`config.mk`:
```
export PLATFORM = sky130hd
export DESIGN_NAME = rf_wport_arb
export DESIGN_NICKNAME = d
export VERILOG_FILES = /design/src/rtl/rf_wport_arb.sv
export SDC_FILE = /design/constraint.sdc
export NUM_CORES = 1
export LEC_CHECK = 0
export BUFFER_PORTS_ARGS = -buffer_cell sky130_fd_sc_hd__buf_2
export CAP_MARGIN = 0
export CORE_MARGIN = 4
export CORE_UTILIZATION = 50
export CTS_CLUSTER_DIAMETER = 100
export DETAILED_ROUTE_END_ITERATION = 16
export PLACE_DENSITY = 0.86
export SYNTH_ARGS = -nofsm -noshare
export SYNTH_HDL_FRONTEND = slang
export SYNTH_SLANG_ARGS = --single-unit
```
`constraint.sdc`:
```
create_clock -name CLK -period 6.45 [get_ports CLK]
set_input_delay 0.645 -clock CLK [delete_from_list [all_inputs] [get_ports CLK]]
set_output_delay 0.645 -clock CLK [all_outputs]
set_load 0.02 [all_outputs]
```
`src/rtl/rf_wport_arb.sv`:
```
// Write-port controller for the register file: clears x1..x31 after reset, then
// shares the single write port between pipeline writeback and a long-latency unit.
module rf_wport_arb #(
    parameter int unsigned STARVE_LIMIT = 4,
    parameter bit          INIT_CLEAR   = 1'b1
) (
    input  logic        CLK,
    input  logic        RST,
    input  logic        WB_EN,
    input  logic [4:0]  WB_NUM,
    input  logic [31:0] WB_DATA,
    input  logic        LU_VALID,
    output logic        LU_READY,
    input  logic [4:0]  LU_NUM,
    input  logic [31:0] LU_DATA,
    output logic [4:0]  WNUM,
    output logic [31:0] WDATA,
    output logic        PEND_VALID,
    output logic [4:0]  PEND_NUM,
    output logic        INIT_BUSY,
    output logic        STALL_REQ,
    output logic        ERR
);

    localparam logic [3:0] LIMIT = 4'(STARVE_LIMIT);

    typedef enum logic {
        ST_INIT = 1'b0,
        ST_RUN  = 1'b1
    } state_t;

    state_t      state_reg;
    logic [4:0]  init_cnt_reg;
    logic        hold_valid_reg;
    logic [4:0]  hold_num_reg;
    logic [31:0] hold_data_reg;
    logic [3:0]  starve_cnt_reg;
    logic        stall_reg;
    logic        err_reg;

    logic run;
    logic wb_take;
    logic drain;
    logic cancel;
    logic lu_ready;
    logic lu_keep;
    logic hold_empties;

    always_comb begin
        run          = (state_reg == ST_RUN);
        wb_take      = run && WB_EN && (WB_NUM != 5'd0);
        drain        = run && !wb_take && hold_valid_reg;
        cancel       = run && wb_take && hold_valid_reg && (WB_NUM == hold_num_reg);
        hold_empties = drain || cancel;
        // Ready depends on this cycle's writeback so a draining hold can refill back-to-back.
        lu_ready     = run && !RST && (!hold_valid_reg || drain);
        // x0 targets and targets overwritten by the same-cycle writeback are acknowledged but dropped.
        lu_keep      = LU_VALID && lu_ready && (LU_NUM != 5'd0)
                       && !(wb_take && (LU_NUM == WB_NUM));
    end

    always_comb begin
        WNUM  = 5'd0;
        WDATA = 32'd0;
        if (!RST) begin
            if (state_reg == ST_INIT) begin
                WNUM = init_cnt_reg;
            end else if (wb_take) begin
                WNUM  = WB_NUM;
                WDATA = WB_DATA;
            end else if (hold_valid_reg) begin
                WNUM  = hold_num_reg;
                WDATA = hold_data_reg;
            end
        end
    end

    always_ff @(posedge CLK or posedge RST) begin
        if (RST) begin
            state_reg      <= INIT_CLEAR ? ST_INIT : ST_RUN;
            init_cnt_reg   <= 5'd1;
            hold_valid_reg <= 1'b0;
            hold_num_reg   <= 5'd0;
            hold_data_reg  <= 32'd0;
            starve_cnt_reg <= 4'd0;
            stall_reg      <= 1'b0;
            err_reg        <= 1'b0;
        end else begin
            case (state_reg)
                ST_INIT: begin
                    if (WB_EN) begin
                        err_reg <= 1'b1;
                    end
                    init_cnt_reg <= init_cnt_reg + 5'd1;
                    if (init_cnt_reg == 5'd31) begin
                        state_reg <= ST_RUN;
                    end
                end
                ST_RUN: begin
                    if (stall_reg && wb_take) begin
                        err_reg <= 1'b1;
                    end
                    if (lu_keep) begin
                        hold_valid_reg <= 1'b1;
                        hold_num_reg   <= LU_NUM;
                        hold_data_reg  <= LU_DATA;
                    end else if (hold_empties) begin
                        hold_valid_reg <= 1'b0;
                    end
                    // Starvation is tracked per held entry; a fresh entry starts from zero.
                    if (!hold_valid_reg || hold_empties) begin
                        starve_cnt_reg <= 4'd0;
                        stall_reg      <= 1'b0;
                    end else if (wb_take) begin
                        if (starve_cnt_reg < LIMIT) begin
                            starve_cnt_reg <= starve_cnt_reg + 4'd1;
                        end
                        if (starve_cnt_reg >= LIMIT - 4'd1) begin
                            stall_reg <= 1'b1;
                        end
                    end
                end
                default: state_reg <= ST_RUN;
            endcase
        end
    end

    assign LU_READY   = lu_ready;
    assign PEND_VALID = hold_valid_reg;
    assign PEND_NUM   = hold_num_reg;
    assign INIT_BUSY  = (state_reg == ST_INIT);
    assign STALL_REQ  = stall_reg;
    assign ERR        = err_reg;

endmodule

```
Yosys cells after proc, flatten, opt, wreduce, memory -nomap -nowiden
Index checks and enable logic that the tools add are counted.
{"block": "word_totals", "in_bits": 78, "wordCells": 71, "regBits": 50, "output_inout_bits": 47}
{"block": "op_classes", "order_cmp": 2, "add_sub_neg": 2, "n_eq_ne": 5, "n_mux": 21, "reduce_logical": 32, "bitwise_logic": 1}
{"operator": "32-bit two-way mux", "n": 4}
{"operator": "5-bit two-way mux", "n": 4}
{"operator": "1-bit logical AND", "n": 14}
{"operator": "4-bit two-way mux", "n": 3}
{"operator": "5-bit == test", "n": 2}
{"operator": "5-bit nonzero test", "n": 2}
{"operator": "1-bit two-way mux", "n": 9}
{"operator": "2-bit nonzero test", "n": 4}
{"operator": "2-bit AND reduction", "n": 3}
{"operator": "3-bit AND reduction", "n": 2}
{"operator": "5-bit by 1-bit adder with 5-bit output, second input constant", "n": 1}
{"operator": "5-bit == test, second input constant", "n": 1}
{"operator": "4-bit by 1-bit adder with 4-bit output, second input constant", "n": 1}
{"operator": "4-bit by 2-bit >= comparator with 1-bit output, second input constant", "n": 1}
{"operator": "1-bit zero test", "n": 4}
{"operator": "4-bit by 3-bit less-than comparator with 1-bit output, second input constant", "n": 1}
{"operator": "1-bit logical OR", "n": 3}
{"operator": "2-bit by 1-bit != test with 1-bit output, second input constant", "n": 1}
{"operator": "2-bit != test, second input constant", "n": 1}
{"operator": "1-bit one-hot mux with 2 select lines", "n": 1}
{"operator": "1-bit inverter", "n": 1}

Logic depth before layout (Yosys ltp)
{"block": "depth", "ltp_word": 12, "depth_mapped": 8, "ltp_nobuf": 5}

Least setup slack after synthesis
No wires, ideal clock.
{"block": "synth_timing", "path_kind": "input -> output", "from": "in RST", "to": "out WDATA[10]", "n_path_buf": 1, "path_stages": 5, "arrival_time_ps": 3083, "slack_ps": 2722, "t_required_ps": 5805, "path_cell_list": "inv_1 > nand2_1 > nor2_1 > clkbuf_1 > a22o_1"}
{"block": "synth_via", "elab_chain_cells": 1}
{"item": "start, declared", "line": "8", "rtl": "input logic RST,"}
{"item": "32-bit two-way mux", "line": "65", "rtl": "if (!RST) begin"}
{"item": "end, declared", "line": "17", "rtl": "output logic [31:0] WDATA,"}
Every way passes these cells.

Final worst setup path
{"block": "layout_timing", "from": "in WB_NUM[1]", "to": "out WDATA[18]"}
{"block": "layout_via", "elab_chain_cells": 5}
{"item": "start, declared", "line": "10", "rtl": "input logic [4:0] WB_NUM,"}
{"item": "5-bit nonzero test", "line": "51", "rtl": "wb_take = run && WB_EN && (WB_NUM != 5'd0);"}
{"item": "1-bit logical AND", "line": "51"}
{"item": "32-bit two-way mux", "line": "68", "rtl": "end else if (wb_take) begin"}
{"item": "32-bit two-way mux", "line": "66", "rtl": "if (state_reg == ST_INIT) begin"}
{"item": "32-bit two-way mux", "line": "65"}
Every way passes these cells.

==> results by stage <==
Global routing:
- The global-route wire length before repair is 10,300 µm.
- The aggregate global-route resource usage is 0.205.
- The maximum number of pins on one net before global-route repair is 38.
- The initial antenna violation count was 0.
- The total congestion overflow is 0.
- The number of global-route vias before repair is 2,257.

STA:
- In this run the tightest slew margin relative to its limit is 0.266.
- The number of max-slew violations in the final report is 0.
- The worst path needs 3910 ps of the cycle, external delays included.
- Static timing analysis puts the maximum clock frequency at 0.256 GHz.
- The slew of the pin with the lowest slew margin is 1100 ps.
- Setup repair after global routing left no endpoint under its margin.
- After routing, the total negative slack on setup checks comes to 0 ps.
- The final-report setup violation count is 0.
- Dividing the final minimum period by the clock period gives 0.606.
- The number of failing hold endpoints at the final stage is 0.
- Across the routed clock network, the largest skew measured is 11.6 ps.

Layout:
- The post-route standard cell area excluding fillers is 0.00334 mm².
- The count of inserted antenna diode cells is 0.
- In the layout the commonest cells are sky130_fd_sc_hd__buf_2, sky130_fd_sc_hd__dfrtp_1, sky130_fd_sc_hd__a22o_1.
- The share of final-layout standard cells stronger than drive strength 1 is 0.482.
- The net count of the finished layout is 416.
- Leaving out fill and tap cells, the most frequent cell in the layout is sky130_fd_sc_hd__buf_2.
- The number of flip-flops under the largest register name is 32.
- Fill cells in the final layout number 390.
- The multi-input combinational cells in the finished layout cover a total of 0.00124 mm².
- Relative to the synthesized area, the layout overhead comes to 28.8%.
- The register area is 0.00125 mm².

Place:
- The global placement routability congestion is 0.946.
- Once detailed placement completed, the half-perimeter wirelength came to 4980 µm.
- Port buffering added 124 buffers.
- In this run the cell area measured after placement is 0.00323 mm².

Synthesis:
- Yosys mapped a number of flops with a built-in enable equal to 0.
- The synthesis-stage register bit count is 50.
- Counting every instance in the synthesized netlist gives 217.
- After synthesis, the netlist uses 38 different library cells.
- The synthesized netlist net count is 298.
- The count of warnings emitted by yosys is 0.
- The post-synthesis async set-or-reset flop share is 1.00.
- The commonest register cell after synthesis is sky130_fd_sc_hd__dfrtp_1.
- The post-synth design cell area is 0.00259 mm².
- The average instance in the mapped netlist occupies 11.9 µm².
- For this run, the register share of the synthesized area comes to 0.483.

Worst setup path:
- The critical path required time is 5800 ps.
- Among cell families on the critical path, the largest total delay comes from simple AND/OR/NAND/NOR gates.
- The worst setup path is captured at a primary output.
- The number of buffers and inverters on the critical path is 2.
- The largest driver fanout on the critical path is 28.
- The startpoint type of the worst setup path is an input pin.
- The slowest stage of the critical path belongs to the cell sky130_fd_sc_hd__and2_1.
- The stage delay of the slowest cell on the critical path is 830 ps.
- The critical path is of the input pin to primary output type.
- The data arrival time of the worst path is 3260 ps.
- The most numerous cell type found on the critical path is sky130_fd_sc_hd__buf_2.
- The signal on the critical path passes through buf_2, or4_4, o21ai_2, and3_1, and2_1, a22o_1, buf_2.

Floorplanning:
- For this configuration, the core starts out at a cell density of 0.531.
- Measured along the x axis, the die boundary spans 80.0 µm.
- After floorplanning, the core was sized to cover 0.00488 mm².
- The total die area is 0.00640 mm².
- The count of boundary I/O pins is 125.
- Measured along the y axis, the die boundary spans 80.0 µm.
- The floorplan has 25 rows.

Run:
- The max-capacitance violation count is 0.

Clock tree:
- The number of gates resized after CTS was 0.
- The H-tree was split into 2 levels.
- For the worst-skew pair, the clock arrives at the later sink with an insertion delay of 310 ps.
- The post-CTS setup buffer count is 0.
- The clock transition at the registers of the reported paths is 90 ps.
- In this run the deepest clock path goes through 2 buffers.
- For this design, the sink count on the clock tree is 50.
- In this run, post-CTS hold repair placed 0 buffers.
- The clock tree from TritonCTS is yes.
- The number of buffers added by the clock tree synthesis step is 5.
- The master cell of the clock root buffer is sky130_fd_sc_hd__clkbuf_8.

Detailed routing:
- The routed wire length is 6470 µm.
- The initial DRC count is 97.
- The total vias in the final route is 2,229.
- The detailed-route DRC error count is 0.
- The first detailed-routing pass took 4 iterations.
- The count of antenna-violating nets left after detailed routing is 0.
- In the routed layout, each cell is associated on average with a via count of 5.53.
- The routed length per instance is 16.1 µm.

Power and ir drop:
- The leakage power total is 1.69 nW.
- The total power per unit cell area is 242 mW/mm².
- Across the VDD grid, the largest voltage drop is 0.165 mV.

Hold path:
- The worst hold path belongs to the class input pin to async pin.

Outcome:
- The flow ran to the end, and the final reports show no timing, DRC or antenna violations.
-- cells by family after synthesis --
kind of cell             share of synthesized area
AO/OA/AOI/OAI                                0.158
flip-flops                                   0.483
AND/OR/NAND/NOR                             0.0864
multiplexers                                 0.173
buffers and inverters                       0.0406
XOR/XNOR                                    0.0439
adder cells (fa/ha/maj)                     0.0145
-- stage by stage --
stage	util	setup slack (ps)	total power [mW]	hold WS [ps]	instances
6_report	0.684	2540	0.806	334	403
5_1_grt	0.684	2330	0.847	356	403
4_1_cts	0.684	2520	0.811	336	403
3_5_place_dp	0.661	2530	0.592	439	395
3_3_place_gp	0.661	2650	0.583	441	395
2_1_floorplan	-	2720	0.520	458	217
-- report_power, final --
group,switching [mW],internal [mW],total (mW),leakage [nW]
Clock,0.105,0.117,0.222,0.0554
Combinational,0.0956,0.0912,0.187,1.03
Sequential,0.0349,0.363,0.397,0.600
-- synthesized netlist by cell type, drive strengths merged (2+ instances only) --
master   count  area share
nand2        9       0.013
a221oi       4       0.014
nand4        2      0.0048
mux2        39        0.17
xnor2        9       0.030
dfrtp       49        0.47
ha           3       0.014
o2bb2ai      2      0.0068
a31oi        2      0.0048
and3         6       0.014
nor2         8       0.012
inv          3      0.0043
o21ai        3      0.0072
buf          7       0.025
or4          2      0.0072
a21oi        9       0.019
clkbuf       8       0.012
nand3        7       0.014
a22o        28       0.095
xor2         4       0.014
-- path summary, 6_finish.rpt --
check	start	endpoint	slack, ps	cells after the start
min in group CLK	ERR	ERR	470	1
max in group asynchronous	RST	init_cnt_reg[0]	5330	3
min	RST	PEND_VALID	330	2
max reg2reg	run	hold_data_reg[23]	3590	5
max	WB_NUM[1]	WDATA[18]	2540	7
min reg2reg	ERR	ERR	470	1
-- metal layers --
layer,track usage,vias to the layer above,part of all wire
met3,0.0463,21,0.068
met1,0.233,1069,0.37
met4,0.0895,0,0.030
met2,0.364,101,0.53
met5,0,-,0
li1,-,1038,-
-- final cells by class --
cell class / count / area share
sequential: 50 / 0.375
timing repair buffer: 126 / 0.190
clock inverter: 2 / 0.0116
inverter: 3 / 0.00337
clock buffer: 6 / 0.0217
tap: 67 / 0.0251
multi-input combinational: 149 / 0.372
-- worst register-to-register path, stage by stage (launching register included) --
cell                      delay, ps
sky130_fd_sc_hd__dfrtp_1        720
sky130_fd_sc_hd__nand2_1        320
sky130_fd_sc_hd__a21oi_2        220
sky130_fd_sc_hd__nor3b_4        690
sky130_fd_sc_hd__buf_4          430
sky130_fd_sc_hd__mux2_1         370
Power figures use the tool's default switching activity.
